[src/rtl/agc_isa_pkg.sv]
// Shared AGC instruction-set constants, field positions and the legality rule
// used by the instruction decoder.
package agc_isa_pkg;

   localparam int WORD_W = 15;
   localparam int ADDR_W = 12;

   localparam int OPCODE_MSB = 14;
   localparam int OPCODE_LSB = 12;
   localparam int QC_MSB     = 11;
   localparam int QC_LSB     = 10;
   localparam int ADDR_MSB   = 11;
   localparam int ADDR_LSB   = 0;

   localparam logic [2:0] OP_TC   = 3'd0;
   localparam logic [2:0] OP_CCS  = 3'd1;
   localparam logic [2:0] OP_CS   = 3'd4;
   localparam logic [2:0] OP_QC5  = 3'd5;
   localparam logic [2:0] OP_AD   = 3'd6;
   localparam logic [2:0] OP_MASK = 3'd7;

   localparam logic [1:0] QC_INDEX  = 2'd0;
   localparam logic [1:0] QC_EXTEND = 2'd1;
   localparam logic [1:0] QC_TS     = 2'd2;
   localparam logic [1:0] QC_XCH    = 2'd3;

   // Opcodes 2 and 3 have no sequencer state; under EXTEND, opcodes 0/4/5
   // are only defined for quarter-code 1.
   function automatic logic is_legal(input logic [2:0] op,
                                     input logic [1:0] qc,
                                     input logic       ext);
      logic no_state;
      logic bad_extra;
      no_state  = (op == 3'd2) || (op == 3'd3);
      bad_extra = ext && (op == OP_TC || op == OP_CS || op == OP_QC5) &&
                  (qc != QC_EXTEND);
      return !(no_state || bad_extra);
   endfunction

endpackage

[src/rtl/agc_instr_decoder_if.sv]
// Fetch/index/sequencer bundle between the instruction decoder (master) and
// its surroundings (slave: fetch path, INDEX unit and control-pulse sequencer).
interface agc_instr_decoder_if;
   import agc_isa_pkg::*;

   logic              instr_valid;
   logic [WORD_W-1:0] instr_word;
   logic              instr_ready;
   logic              index_load;
   logic [WORD_W-1:0] index_val;
   logic              dec_valid;
   logic              seq_ack;
   logic [2:0]        opcode;
   logic [1:0]        qc;
   logic              extracode;
   logic [ADDR_W-1:0] addr;
   logic              illegal;

   modport master (
      input  instr_valid, instr_word, index_load, index_val, seq_ack,
      output instr_ready, dec_valid, opcode, qc, extracode, addr, illegal
   );

   modport slave (
      output instr_valid, instr_word, index_load, index_val, seq_ack,
      input  instr_ready, dec_valid, opcode, qc, extracode, addr, illegal
   );

endinterface

[src/rtl/agc_field_decode.sv]
// Combinational split of an (index-adjusted) instruction word into opcode,
// quarter-code and address fields plus the illegal-combination flag.
module agc_field_decode
   import agc_isa_pkg::*;
(
   input  logic [WORD_W-1:0] word,
   input  logic              ext,
   output logic [2:0]        opcode,
   output logic [1:0]        qc,
   output logic [ADDR_W-1:0] addr,
   output logic              illegal
);

   assign opcode  = word[OPCODE_MSB:OPCODE_LSB];
   assign qc      = word[QC_MSB:QC_LSB];
   assign addr    = word[ADDR_MSB:ADDR_LSB];
   assign illegal = !is_legal(word[OPCODE_MSB:OPCODE_LSB],
                              word[QC_MSB:QC_LSB], ext);

endmodule

[src/rtl/agc_instr_decoder.sv]
// Instruction decoder: captures a fetched word, applies a pending INDEX offset,
// tracks the EXTEND latch and holds the decode until the sequencer acks.
// Optional retire statistics enabled by defining AGC_DEC_STATS_EN.
module agc_instr_decoder
   import agc_isa_pkg::*;
(
   input  logic               clk,
   input  logic               reset,
   agc_instr_decoder_if.master bus
`ifdef AGC_DEC_STATS_EN
   ,
   output logic [15:0]        retired_cnt,
   output logic [WORD_W-1:0]  last_word
`endif
);

   localparam logic [0:0] ST_EMPTY = 1'b0;
   localparam logic [0:0] ST_VALID = 1'b1;

   logic [0:0]        state_q,      state_d;
   logic [2:0]        opcode_q,     opcode_d;
   logic [1:0]        qc_q,         qc_d;
   logic [ADDR_W-1:0] addr_q,       addr_d;
   logic              extracode_q,  extracode_d;
   logic              illegal_q,    illegal_d;
   logic              ext_latch_q,  ext_latch_d;
   logic              idx_pend_q,   idx_pend_d;
   logic [WORD_W-1:0] idx_reg_q,    idx_reg_d;

   logic [WORD_W-1:0] cap_word;
   logic [2:0]        dec_opcode;
   logic [1:0]        dec_qc;
   logic [ADDR_W-1:0] dec_addr;
   logic              dec_illegal;
   logic              capture;
   logic              ack;

   // Index offset wraps modulo 2^WORD_W, matching one's-complement-free adder.
   assign cap_word = bus.instr_word + (idx_pend_q ? idx_reg_q : '0);
   assign capture  = (state_q == ST_EMPTY) && bus.instr_valid;
   assign ack      = (state_q == ST_VALID) && bus.seq_ack;

   agc_field_decode u_field_decode (
      .word    (cap_word),
      .ext     (ext_latch_q),
      .opcode  (dec_opcode),
      .qc      (dec_qc),
      .addr    (dec_addr),
      .illegal (dec_illegal)
   );

   always_comb begin
      state_d     = state_q;
      opcode_d    = opcode_q;
      qc_d        = qc_q;
      addr_d      = addr_q;
      extracode_d = extracode_q;
      illegal_d   = illegal_q;
      ext_latch_d = ext_latch_q;
      idx_pend_d  = idx_pend_q;
      idx_reg_d   = idx_reg_q;

      if (capture) begin
         state_d     = ST_VALID;
         opcode_d    = dec_opcode;
         qc_d        = dec_qc;
         addr_d      = dec_addr;
         extracode_d = ext_latch_q;
         illegal_d   = dec_illegal;
         idx_pend_d  = 1'b0;
      end

      if (ack) begin
         state_d     = ST_EMPTY;
         ext_latch_d = (opcode_q == OP_QC5) && (qc_q == QC_EXTEND);
      end

      // A load in the capture cycle must survive the clear above.
      if (bus.index_load) begin
         idx_reg_d  = bus.index_val;
         idx_pend_d = 1'b1;
      end
   end

   // NOTE: state registers use non-blocking assignments so every flop samples
   // the pre-edge value of every other flop regardless of statement order.
   always_ff @(posedge clk) begin
      if (reset) begin
         state_q     <= ST_EMPTY;
         opcode_q    <= '0;
         qc_q        <= '0;
         addr_q      <= '0;
         extracode_q <= 1'b0;
         illegal_q   <= 1'b0;
         ext_latch_q <= 1'b0;
         idx_pend_q  <= 1'b0;
         idx_reg_q   <= '0;
      end else begin
         state_q     <= state_d;
         opcode_q    <= opcode_d;
         qc_q        <= qc_d;
         addr_q      <= addr_d;
         extracode_q <= extracode_d;
         illegal_q   <= illegal_d;
         ext_latch_q <= ext_latch_d;
         idx_pend_q  <= idx_pend_d;
         idx_reg_q   <= idx_reg_d;
      end
   end

   assign bus.instr_ready = (state_q == ST_EMPTY);
   assign bus.dec_valid   = (state_q == ST_VALID);
   assign bus.opcode      = opcode_q;
   assign bus.qc          = qc_q;
   assign bus.addr        = addr_q;
   assign bus.extracode   = extracode_q;
   assign bus.illegal     = illegal_q;

`ifdef AGC_DEC_STATS_EN
   logic [WORD_W-1:0] held_word_q,   held_word_d;
   logic [15:0]       retired_cnt_q, retired_cnt_d;
   logic [WORD_W-1:0] last_word_q,   last_word_d;

   always_comb begin
      held_word_d   = held_word_q;
      retired_cnt_d = retired_cnt_q;
      last_word_d   = last_word_q;
      if (capture) held_word_d = cap_word;
      if (ack) begin
         retired_cnt_d = retired_cnt_q + 16'd1;
         last_word_d   = held_word_q;
      end
   end

   always_ff @(posedge clk) begin
      if (reset) begin
         held_word_q   <= '0;
         retired_cnt_q <= '0;
         last_word_q   <= '0;
      end else begin
         held_word_q   <= held_word_d;
         retired_cnt_q <= retired_cnt_d;
         last_word_q   <= last_word_d;
      end
   end

   assign retired_cnt = retired_cnt_q;
   assign last_word   = last_word_q;
`endif

endmodule
[src/flat_wrapper.sv]
// flat-port wrapper written by rule: the top's interface ports become plain ports
module agc_instr_decoder_flat import agc_isa_pkg::*;
  (clk, reset, bus_instr_valid, bus_instr_word, bus_index_load, bus_index_val, bus_seq_ack, bus_instr_ready, bus_dec_valid, bus_opcode, bus_qc, bus_extracode, bus_addr, bus_illegal);
  agc_instr_decoder_if bus_i ();
  input  logic clk;
  input  logic reset;
  input wire logic [$bits(bus_i.instr_valid)-1:0] bus_instr_valid;
  input wire logic [$bits(bus_i.instr_word)-1:0] bus_instr_word;
  input wire logic [$bits(bus_i.index_load)-1:0] bus_index_load;
  input wire logic [$bits(bus_i.index_val)-1:0] bus_index_val;
  input wire logic [$bits(bus_i.seq_ack)-1:0] bus_seq_ack;
  output wire logic [$bits(bus_i.instr_ready)-1:0] bus_instr_ready;
  output wire logic [$bits(bus_i.dec_valid)-1:0] bus_dec_valid;
  output wire logic [$bits(bus_i.opcode)-1:0] bus_opcode;
  output wire logic [$bits(bus_i.qc)-1:0] bus_qc;
  output wire logic [$bits(bus_i.extracode)-1:0] bus_extracode;
  output wire logic [$bits(bus_i.addr)-1:0] bus_addr;
  output wire logic [$bits(bus_i.illegal)-1:0] bus_illegal;
  assign bus_i.instr_valid = bus_instr_valid;
  assign bus_i.instr_word = bus_instr_word;
  assign bus_i.index_load = bus_index_load;
  assign bus_i.index_val = bus_index_val;
  assign bus_i.seq_ack = bus_seq_ack;
  assign bus_instr_ready = bus_i.instr_ready;
  assign bus_dec_valid = bus_i.dec_valid;
  assign bus_opcode = bus_i.opcode;
  assign bus_qc = bus_i.qc;
  assign bus_extracode = bus_i.extracode;
  assign bus_addr = bus_i.addr;
  assign bus_illegal = bus_i.illegal;
  agc_instr_decoder u_core (.clk(clk), .reset(reset), .bus(bus_i));
endmodule
[config.mk]
export PLATFORM = sky130hd
export DESIGN_NAME = agc_instr_decoder_flat
export DESIGN_NICKNAME = d
export VERILOG_FILES = /design/src/rtl/agc_isa_pkg.sv /design/src/rtl/agc_instr_decoder_if.sv /design/src/rtl/agc_field_decode.sv /design/src/rtl/agc_instr_decoder.sv /design/src/flat_wrapper.sv
export SDC_FILE = /design/constraint.sdc
export NUM_CORES = 1
export LEC_CHECK = 0
export ABC_AREA = 1
export BUFFER_PORTS_ARGS = -buffer_cell sky130_fd_sc_hd__buf_4
export CELL_PAD_IN_SITES_DETAIL_PLACEMENT = 1
export CELL_PAD_IN_SITES_GLOBAL_PLACEMENT = 2
export CORE_ASPECT_RATIO = 0.7
export CORE_MARGIN = 2
export CORE_UTILIZATION = 28
export CTS_CLUSTER_SIZE = 8
export DETAILED_ROUTE_END_ITERATION = 6
export GPL_ROUTABILITY_DRIVEN = 0
export PLACE_DENSITY = 0.78
export SLEW_MARGIN = 20
export SYNTH_ARGS = -nofsm -noshare
export SYNTH_HDL_FRONTEND = slang
export SYNTH_SLANG_ARGS = --single-unit
export TNS_END_PERCENT = 50
[constraint.sdc]
create_clock -name clk -period 2.6 [get_ports clk]
set_input_delay 0.13 -clock clk [delete_from_list [all_inputs] [get_ports clk]]
set_output_delay 0.13 -clock clk [all_outputs]
set_load 0.1 [all_outputs]
# ---- Word-level counts from Yosys, hierarchy flattened
# Index checks and enable logic that the tools add are counted.
dict set report totals {
  regBits 37
  inputBits 35
  out_inout_bits 21
  elab_cells 33
}
dict set report classes {
  add_sub_neg 1
  eq_ne 7
  mux 3
  n_bitwise 1
  reduce_logical 12
}
# cell n
set op_table {}
lappend op_table {{15-bit adder} 1}
lappend op_table {{15-bit two-way mux} 1}
lappend op_table {{3-bit == test, second input constant} 3}
lappend op_table {{3-bit by 2-bit == test with 1-bit output, second input constant} 2}
lappend op_table {{1-bit logical AND} 5}
lappend op_table {{1-bit logical OR} 4}
lappend op_table {{3-bit zero test} 1}
lappend op_table {{2-bit by 1-bit == test with 1-bit output, second input constant} 1}
lappend op_table {{1-bit two-way mux} 2}
lappend op_table {{2-bit by 1-bit inequality test with 1-bit output, second input constant} 1}
lappend op_table {{2-bit nonzero test} 1}
lappend op_table {{2-bit OR reduction} 1}
lappend op_table {{1-bit NOT} 1}

# ---- Logic depth before layout (Yosys ltp)
dict set report logic_depth {
  ltp_word 8
  mapped_depth 18
  depth_no_buf 16
}

# ---- Cells and area by module
# A second synthesis with hierarchy kept.
dict set report unflattened {
  hier_cells 374
  area_unflattened_um2 2393.5
}
# module n_inst cells_per_inst area_each_um2 seq_area_each_um2
set by_module_without_submodules {}
lappend by_module_without_submodules {agc_instr_decoder 1 348 2228.4 740.7}
lappend by_module_without_submodules {agc_field_decode 1 26 165.2 0.0}

# ---- Worst setup path after synthesis
# OpenSTA, ideal clock, no wires.
dict set report synth_timing {
  path_kind {register -> register}
  startpoint {register u_core.idx_pend_q}
  endpoint {register u_core.illegal_q, in the netlist u_core.bus.illegal}
  setup_ns 0.114
  t_arrival_ns 2.158
  path_slack_ns 0.328
  stages_incl_launch_ff 18
  path_buffers 2
  synth_period_minus_slack_ns 2.272
  cell_sequence {dfxtp_1 -> clkbuf_1 -> clkbuf_1 -> nand2_1 -> inv_1 -> ha_1 -> inv_1 -> fa_1 -> inv_1 -> nand3_1 -> nand3_1 -> nand3_1 -> nand3_1 -> nand2_1 -> nand2_1 -> nand2_1 -> nand3_1 -> a21oi_2}
}
dict set report synth_between {
  elab_chain_cells 8
  elab_cells_between_ends 14
  classes_between {add/sub (1); eq/ne (5); mux (1); reduce/logical (7)}
}
# item line
set synth_lines {}
lappend synth_lines {{from (decl)} agc_instr_decoder.sv:27} ;# logic idx_pend_q, idx_pend_d;
lappend synth_lines {{from (signal assigned)} agc_instr_decoder.sv:106} ;# idx_pend_q <= idx_pend_d;
lappend synth_lines {{15-bit two-way mux *} agc_instr_decoder.sv:39} ;# assign cap_word = bus.instr_word + (idx_pend_q ? idx_reg_q : '0);
lappend synth_lines {{15-bit adder *} agc_instr_decoder.sv:39}
lappend synth_lines {{3-bit == test or 3-bit zero test (tied branches)} agc_isa_pkg.sv:35} ;# bad_extra = ext && (op == OP_TC || op == OP_CS || op == OP_QC5) &&
lappend synth_lines {{1-bit logical OR (2 in a row)} agc_isa_pkg.sv:35}
lappend synth_lines {{1-bit logical AND (2 in a row)} agc_isa_pkg.sv:35}
lappend synth_lines {{1-bit logical OR *} agc_isa_pkg.sv:37} ;# return !(no_state || bad_extra);
lappend synth_lines {{to (signal assigned)} agc_instr_decoder.sv:104} ;# illegal_q <= illegal_d;
lappend synth_lines {{to (decl)} agc_instr_decoder.sv:25} ;# logic illegal_q, illegal_d;
# Mark *: on every way between the ends. The rest lies on a longest branch, timed or not.
# A chain may end at the register's enable or synchronous reset.

# ---- Final worst setup path
# Ends and elaborated chain as after synthesis.

==> out/results.ini <==
[synth]
synthesis.nets = 400
synth_most_common_cell = nand2_1
synth_cell_types = 28
synth_area_leaders = dfxtp_1 (31%), nand2_1 (14%), nor2_1 (10%)
netlist_instances = 350
netlist_top_cells_count = nand2_1 (82), nor2_1 (61), inv_1 (55), dfxtp_1 (35), o21ai_0 (28)
syn_area_um2 = 2252
synth_top_area_share = 0.3111
async_reset_ff_frac = 0
ys.flop_type = dfxtp_1
yosysWarnings = 0
syn-mean-instance-area_um2 = 6.435
synth-edff-count = 0
synth_seq_cells = 35
yosysSeqAreaShare = 0.3111
synth_top_area_cell = dfxtp_1

[power]
p_seq_frac = 0.328
pwr-share-comb = 0.284
p_leak_nw = 1.640
sw_frac_of_total = 0.3471
pwr-share-clk = 0.387
p_switching_w = 0.0006388
powerDensity_nw_per_um2 = 631.1
vdd_ir_drop_max_v = 0.0002322
intPower_w = 0.001202
power_w = 0.001841

[worst_setup_path]
crit_type = reg2reg
cp-start-kind = flip-flop
arrival_ns = 2.27
crit_path_end_kind = flip-flop
crit_path_max_fanout = 3
worstPathRequired_ns = 2.77

[cts]
clk_pin_slew_worst_paths_ns = 0.06
cts_tree = yes
clockBufferDepth = 2
cts_resized = 0
cts.sinks = 35
clock_latency_ns = 0.28
post_cts_buffers = 0
root_buffer = clkbuf_16
cts_buffers = 5
htreeDepth = 2
cts_hold_buf = 0

[floorplanning]
die_area_um2 = 8788
ios = 56
core-area_um2 = 7838
rows = 27
die_w_um = 111.2
die_h_um = 79.04
start_util = 0.2874

[drt]
drt_wl_total_um = 6486
dr.pass1.iters = 4
vias = 2269
drt-initial-drc-count = 63
viasPerCell = 4.502
antenna_left = 0
drc = 0
wl_per_cell_um = 12.87

[cells_and_area]
num-fill-cells = 1030
final_cell_area_um2 = 2917
finalNetCount = 452
drive_above_1_share = 0.2134
synthToLayoutAreaGrowth_pct = 29.50
antenna-diode-count = 0

[sta]
finalHoldViolCount = 0
rsz0062_at_grt = no
min_period_ns = 2.098
slew_violations = 0
tightest_slew_ns = 0.6693
finalSetupTns_ns = 0
fmax_mhz = 476.6
relSlewSlack = 0.5533
skew_ns = 0.005193
setup_violations = 0
finalCritPeriodShare = 0.8069

[run_status]
status = finished, final reports clean

[global_route]
antenna_found_initial = 0
overflow = 0
gr-usage-all-layers = 0.1568
grt_pass1_wl_um = 10920
grt_pass1_vias = 2286
grt_max_degree = 22

[worst_hold_path]
hp-class = in2reg

[placement]
placed_area_um2 = 2743
port_buffers = 55
hpwl_um = 5212

[flow_run]
maxCapViolCount = 0

==> final cells by class <==
class / count / area, µm² / area share
well taps: 101 / 126.4 / 0.04333
flip-flops and latches: 35 / 700.7 / 0.2402
multi-input cells: 242 / 1259 / 0.4316
repair buffers: 57 / 427.9 / 0.1467
inverters: 61 / 229.0 / 0.07851
clock inverters: 2 / 35.03 / 0.01201
clock buffers: 6 / 138.9 / 0.04762
==> state kept, by name, summed over array words and instances (netlist names) <==
name,flops
u_core.bus.opcode,3
u_core.idx_pend_q,1
u_core.bus.dec_valid,1
u_core.bus.addr,12
u_core.bus.illegal,1
u_core.ext_latch_q,1
u_core.idx_reg_q,15
u_core.bus.extracode,1
==> logic make-up (layout without fill, tap and decap cells) <==
family	count (synthesis)	in the layout	synth area share
flops	35	35	0.3111
simple gates	169	169	0.3145
fa+ha+maj	15	15	0.08667
compound gates	49	49	0.1228
buf+inv	73	126	0.1300
xor+xnor	9	9	0.03500
==> per-layer routing <==
metal / global-route usage / wire length, µm / vias to the layer above / part of all wire
met3: 0.04504 / 402 / 7 / 0.062
li1: - / - / 1184 / -
met1: 0.2155 / 3297 / 1027 / 0.51
met4: 0.03333 / 57 / 0 / 0.0088
met5: 0 / 0 / - / 0
met2: 0.2457 / 2729 / 51 / 0.42
==> power by group through the flow <==
stage	combinational [W]	sequential, W	clock [W]
6_report	0.000523	0.000604	0.000713
5_1_grt	0.000571	0.000611	0.000768
4_1_cts	0.000529	0.000605	0.000736
3_5_place_dp	0.000527	0.000617	0
2_1_floorplan	0.000222	0.000778	0
3_3_place_gp	0.000523	0.000615	0
==> placed cells by master, fill, tap and decap left out <==
cell type,count
a21oi_2,3
dfxtp_1,35
and2_4,1
inv_2,5
a21oi_1,13
nand4_1,3
fa_1,1
a31oi_1,1
clkbuf_16,5
nand2_1,82
bufinv_16,1
a21oi_4,1
xor2_1,6
clkbuf_8,1
clkinv_1,1
nor2_1,61
buf_4,57
a211oi_1,1
o211ai_1,2
clkinv_2,1
xnor2_1,3
inv_1,55
or4_1,1
nand3_1,10
nand2_2,6
ha_1,14
or2_4,1
nor3_2,2
o21ai_0,28
nand3_2,2
==> critical path: stages, from the launching register on <==
cell and delay, ns:
dfxtp_1 0.34, nand2_1 0.07, inv_1 0.05, ha_1 0.15, inv_1 0.05, fa_1 0.40, inv_1 0.10, nand3_1 0.07
nand3_1 0.15, nand3_1 0.14, nand3_1 0.10, nand2_1 0.05, nand2_1 0.09, nand2_1 0.06, nand3_1 0.09, a21oi_2 0.06
==> metrics by stage <==
| step | utilization | hold slack [ns] | std cells | setup slack, ns |
|---|---|---|---|---|
| finish | 0.3721 | 0.06969 | 504 | 0.5020 |
| global route | 0.3721 | 0.06984 | 504 | 0.2927 |
| CTS | 0.3721 | 0.06364 | 504 | 0.5021 |
| detailed placement | 0.3499 | 0.3608 | 496 | 0.5168 |
| global placement | 0.3499 | 0.3547 | 496 | 0.5355 |
| floorplan | - | 0.2649 | 350 | 0.3278 |
==> final timing paths <==
path                                                           to  slack, ns  cells after the start                               from
worst max-delay path              u_core.bus.illegal$_SDFFE_PP0P_       0.50                     15     u_core.idx_pend_q$_SDFFE_PP0P_
worst min register to register  u_core.bus.extracode$_SDFFE_PP0P_       0.48                      2  u_core.bus.extracode$_SDFFE_PP0P_
worst min-delay path            u_core.idx_reg_q[11]$_SDFFE_PP0P_       0.07                      3                  bus_index_val[11]
worst max register to register    u_core.bus.illegal$_SDFFE_PP0P_       0.50                     15     u_core.idx_pend_q$_SDFFE_PP0P_
Note: power is estimated with default switching activity, not from simulation.
